`src/rtl/bcd_decrementor_timer.sv`:
```
// bcd_decrementor_timer: loadable packed-BCD countdown timer with tick prescaler and zero flag
module bcd_decrementor_timer #(
  parameter int DIGITS   = 3,
  parameter int TICK_DIV = 1,
  parameter int WRAP     = 0
) (
  input  logic                clk,
  input  logic                reset_n,
  input  logic                load,
  input  logic [4*DIGITS-1:0] bcd_in,
  input  logic                start,
  input  logic                stop,
  input  logic                tick_en,
  output logic [4*DIGITS-1:0] bcd_out,
  output logic                busy,
  output logic                done,
  output logic                err
);
  localparam int W  = 4 * DIGITS;
  localparam int PW = $clog2(TICK_DIV) + 1;

  typedef enum logic [1:0] {IDLE, RUN, DN} state_t;

  state_t         st, st_n;
  logic [PW-1:0]  pre, pre_n;
  logic [W-1:0]   bcd_n, dec;
  logic           err_n, done_n, busy_n, pulse, valid;

  // Borrow ripples through zero digits (which become 9) and stops at the first nonzero digit.
  function automatic logic [W-1:0] bcd_dec(input logic [W-1:0] v);
    logic [W-1:0] r;
    logic         b;
    r = v;
    b = 1'b1;
    for (int i = 0; i < DIGITS; i++) begin
      if (b) begin
        r[4*i+:4] = (v[4*i+:4] == 4'd0) ? 4'd9 : v[4*i+:4] - 4'd1;
        b = (v[4*i+:4] == 4'd0);
      end
    end
    return r;
  endfunction

  always_comb begin
    valid = 1'b1;
    for (int i = 0; i < DIGITS; i++)
      if (bcd_in[4*i+:4] > 4'd9) valid = 1'b0;
  end

  assign dec = bcd_dec(bcd_out);

  always_comb begin
    st_n  = st;
    bcd_n = bcd_out;
    pre_n = pre;
    err_n = err;
    pulse = 1'b0;
    if (load) begin
      st_n  = IDLE;
      pre_n = '0;
      err_n = !valid;
      bcd_n = valid ? bcd_in : bcd_out;
    end else if (stop && st == RUN) begin
      st_n  = IDLE;
      pre_n = '0;
    end else if (start && st == IDLE) begin
      if (bcd_out != '0) begin
        st_n  = RUN;
        pre_n = '0;
      end else if (WRAP != 0) begin
        pulse = 1'b1;
      end else begin
        st_n = DN;
      end
    end else if (tick_en && st == RUN) begin
      if (pre == PW'(TICK_DIV - 1)) begin
        pre_n = '0;
        bcd_n = dec;
        if (dec == '0) begin
          if (WRAP != 0) pulse = 1'b1;
          else st_n = DN;
        end
      end else begin
        pre_n = pre + 1'b1;
      end
    end
    done_n = (WRAP != 0) ? pulse : (st_n == DN);
    busy_n = (st_n == RUN);
  end

  always_ff @(posedge clk or negedge reset_n) begin
    if (!reset_n) begin
      st      <= IDLE;
      pre     <= '0;
      bcd_out <= '0;
      busy    <= 1'b0;
      done    <= 1'b0;
      err     <= 1'b0;
    end else begin
      st      <= st_n;
      pre     <= pre_n;
      bcd_out <= bcd_n;
      busy    <= busy_n;
      done    <= done_n;
      err     <= err_n;
    end
  end
endmodule

```
`config.mk`:
```
export PLATFORM = sky130hd
export DESIGN_NAME = bcd_decrementor_timer
export DESIGN_NICKNAME = d
export VERILOG_FILES = /design/src/rtl/bcd_decrementor_timer.sv
export SDC_FILE = /design/constraint.sdc
export NUM_CORES = 1
export LEC_CHECK = 0
export ABC_CLOCK_PERIOD_IN_PS = 4150
export CORE_UTILIZATION = 50
export CTS_BUF_LIST = sky130_fd_sc_hd__clkbuf_2
export DETAILED_ROUTE_END_ITERATION = 10
export GPL_TIMING_DRIVEN = 0
export PLACE_DENSITY = 0.83
export SYNTH_ARGS = -nofsm -noshare
export SYNTH_HDL_FRONTEND = slang
export SYNTH_SLANG_ARGS = --single-unit
```
`constraint.sdc`:
```
create_clock -name clk -period 4.15 [get_ports clk]
set_input_delay 0.415 -clock clk [delete_from_list [all_inputs] [get_ports clk]]
set_output_delay 0.415 -clock clk [all_outputs]
set_load 0.005 [all_outputs]
```
==> results.yml <==
setup_path:
  cp_max_fo: 9
  end_kind: "register"
  r2r_cells: 5
  critPathSlowestCell: "nor4_1"
  worst_path_largest_cell_delay_ns: 0.71
  crit_family: "simple AND/OR/NAND/NOR gates"
  path_depth: 5
  critPathBufInv: 1
  reg2reg_slack_ns: 2.07
  reg2reg_from: "bcd_out[0]"
  cp-start-kind: "register"
  cp-startpoint: "bcd_out[0]"
  cp.required_ns: 4.41
  r2r-end: "bcd_out[9]"
  critical_path_class: "reg2reg"
  cp_cell_sequence: "buf_2 -> nor4_1 -> nand2_1 -> o41ai_1 -> a211o_1"
  worstSetupEndpoint: "bcd_out[9]"
  worstPathArrival_ns: 2.34
die:
  die_x_um: 48.47
  dieHeight_um: 48.47
  die_area_um2: 2349
  coreArea_um2: 2002
  initial_core_util_pct: 53.94
  ios: 33
  rows: 16
sta:
  finalSetupTns_ns: 0
  maxSlewHeadroom_pct: 46.45
  worst_pin_slew_ns: 0.7959
  slew_viol_final: 0
  hold_viol: 0
  clock_skew_ns: 0.009255
  finalSetupViolCount: 0
  fmax_ghz: 0.4819
  rsz0062_at_grt: "false"
  timing.final.crit_share_pct: 50.00
  fin_crit_ns: 2.075
power:
  ir_drop_v: 0.0002936
  intPower_uw: 347.1
  power_frac_seq_pct: 46.2
  power_density_nw_per_um2: 378.8
  switching_share_pct: 36.55
  clockPowerShare_pct: 14.3
  power.leakage_nw: 0.5550
  p_comb_share_pct: 39.5
  power.switching_uw: 199.9
  totalPowerFinal_uw: 547.0
clock_network:
  cts_resized: 0
  cts.clk_slew.worst_paths_ns: 0.16
  cts_root_buf: "clkbuf_2"
  holdBufCountCts: 0
  cts_buffers: 3
  cts_setup_buffers: 0
  clock_path_buffers: 2
  clock-sinks: 17
  htreeDepth: 1
  cts_tree: "done"
  clkLatencyLatePin_ns: 0.31
global_routing:
  gr-total-overflow: 0
  grt_pass1_vias: 1104
  grt_max_degree: 18
  antenna_found_initial: 0
  grt_pass1_wl_um: 5037
  gr-usage-all-layers_pct: 27.82
placement:
  placed_cells: 183
  gp_congestion: 0.9471
  io_buffer_count: 31
  detailed_place_hpwl_um: 2149
  placed_area_um2: 1424
yosys:
  synth_edf_count: 0
  synthFlopType: "dfrtp_1"
  syn_avg_cell_area_um2: 8.638
  syn-cell-area_um2: 1080
  yosysUniqueCellTypes: 43
  yosysTopAreaCellShare_pct: 39.40
  syn_inst: 125
  synth-async-reset-ratio_pct: 100.0
  ys_seq_area_share_pct: 39.40
  yosysMostFrequentCell: "dfrtp_1"
  synth_top_cells_by_count: "17 x dfrtp_1, 15 x nor2_1, 10 x o21ai_0"
  synth_nets: 143
  ys_warn_count: 0
  synth_seq_cells: 17
  yosysTopAreaCell: "dfrtp_1"
  synth_area_leaders: "dfrtp_1 39%, nor2_1 5.2%, o21ai_0 4.6%"
routing:
  drtPass1Iterations: 4
  viasPerCell: 6.294
  drtIter0Drc: 46
  wl_um: 2896
  wl_per_cell_um: 15.49
  num_vias: 1177
  drc: 0
  ant_nets: 0
finish:
  drive_gt1_share_pct: 6.250
  n_fill_cell: 165
  antenna_cells: 0
  stdcell_area_um2: 1444
  fin_cells: 187
  area_delta_synth_final_pct: 33.72
  nets: 179
job:
  drv_cap: 0
status:
  outcome: "finished clean"
hold_path:
  holdCritPathClass: "reg2reg"
[cell usage in the layout (no fill, tap or decap), drive strengths merged, types with 3 or more instances in the layout]
master / instances
o21ai: 10
clkbuf: 8
nand2: 6
o22ai: 7
or4: 3
a21oi: 5
a22o: 4
nor3: 7
nor4: 5
dfrtp: 17
inv: 5
clkdlybuf4s50: 31
o2bb2ai: 4
nor2: 15
[registers in the layout, indices dropped and copies added, names as in the netlist]
name,flops
bcd_out,12
st,2
err,1
busy,1
done,1
[power by group through the flow]
stage	combinational [mW]	sequential [mW]	clock (mW)
after floorplan	0.108	0.246	0
after global placement	0.213	0.253	0
after global routing	0.237	0.258	0.0860
final	0.216	0.253	0.0783
after detailed placement	0.215	0.254	0
after CTS	0.216	0.251	0.0785
[tightest hold or removal path, delay by kind of cell (launching register included)]
kind	cells	cell delay (ns)
flops	1	0.38
simple gates	2	0.11
[cell families after synthesis]
logic type	after synthesis	share of synthesized area (%)
simple gates	53	27.81
compound gates	42	27.12
flops	17	39.40
buf+inv	11	3.939
xor+xnor	1	0.8113
mux	1	0.9270
[cell type report]
| type | instances | area, µm² | share of cell area (%) |
|---|---|---|---|
| Inverter | 5 | 18.77 | 1.300 |
| Multi-Input combinational cell | 97 | 611.8 | 42.37 |
| Tap cell | 27 | 33.78 | 2.340 |
| Sequential cell | 17 | 425.4 | 29.46 |
| Clock buffer | 4 | 20.02 | 1.386 |
| Timing Repair Buffer | 31 | 310.3 | 21.49 |
| Buffer | 6 | 23.77 | 1.646 |
[routing by layer]
layer  global-route usage [%]  routed length, µm  share of wire [%]
met4                    11.76                 38                1.3
met5                        0                  0                  0
met2                    43.90               1295                 45
met3                    4.717                231                8.0
met1                    37.88               1331                 46
[how the worst min path moves through the flow]
stage               cells past startpoint  startpoint          to
global route                            1     reset_n  bcd_out[4]
detailed placement                      2         err         err
finish                                  2         err         err
CTS                                     2         err         err
floorplan                               0     reset_n  bcd_out[0]
global placement                        2         err         err
[through the flow]
stage	util [%]	setup WS, ns	hold slack [ns]
2_1_floorplan	-	2.288	0.1194
3_3_place_gp	71.13	1.901	0.4771
3_5_place_dp	71.13	1.889	0.4804
4_1_cts	72.13	2.117	0.5171
5_1_grt	72.13	1.886	0.5778
6_report	72.13	2.075	0.5103
(Power assumes the default switching activity.)
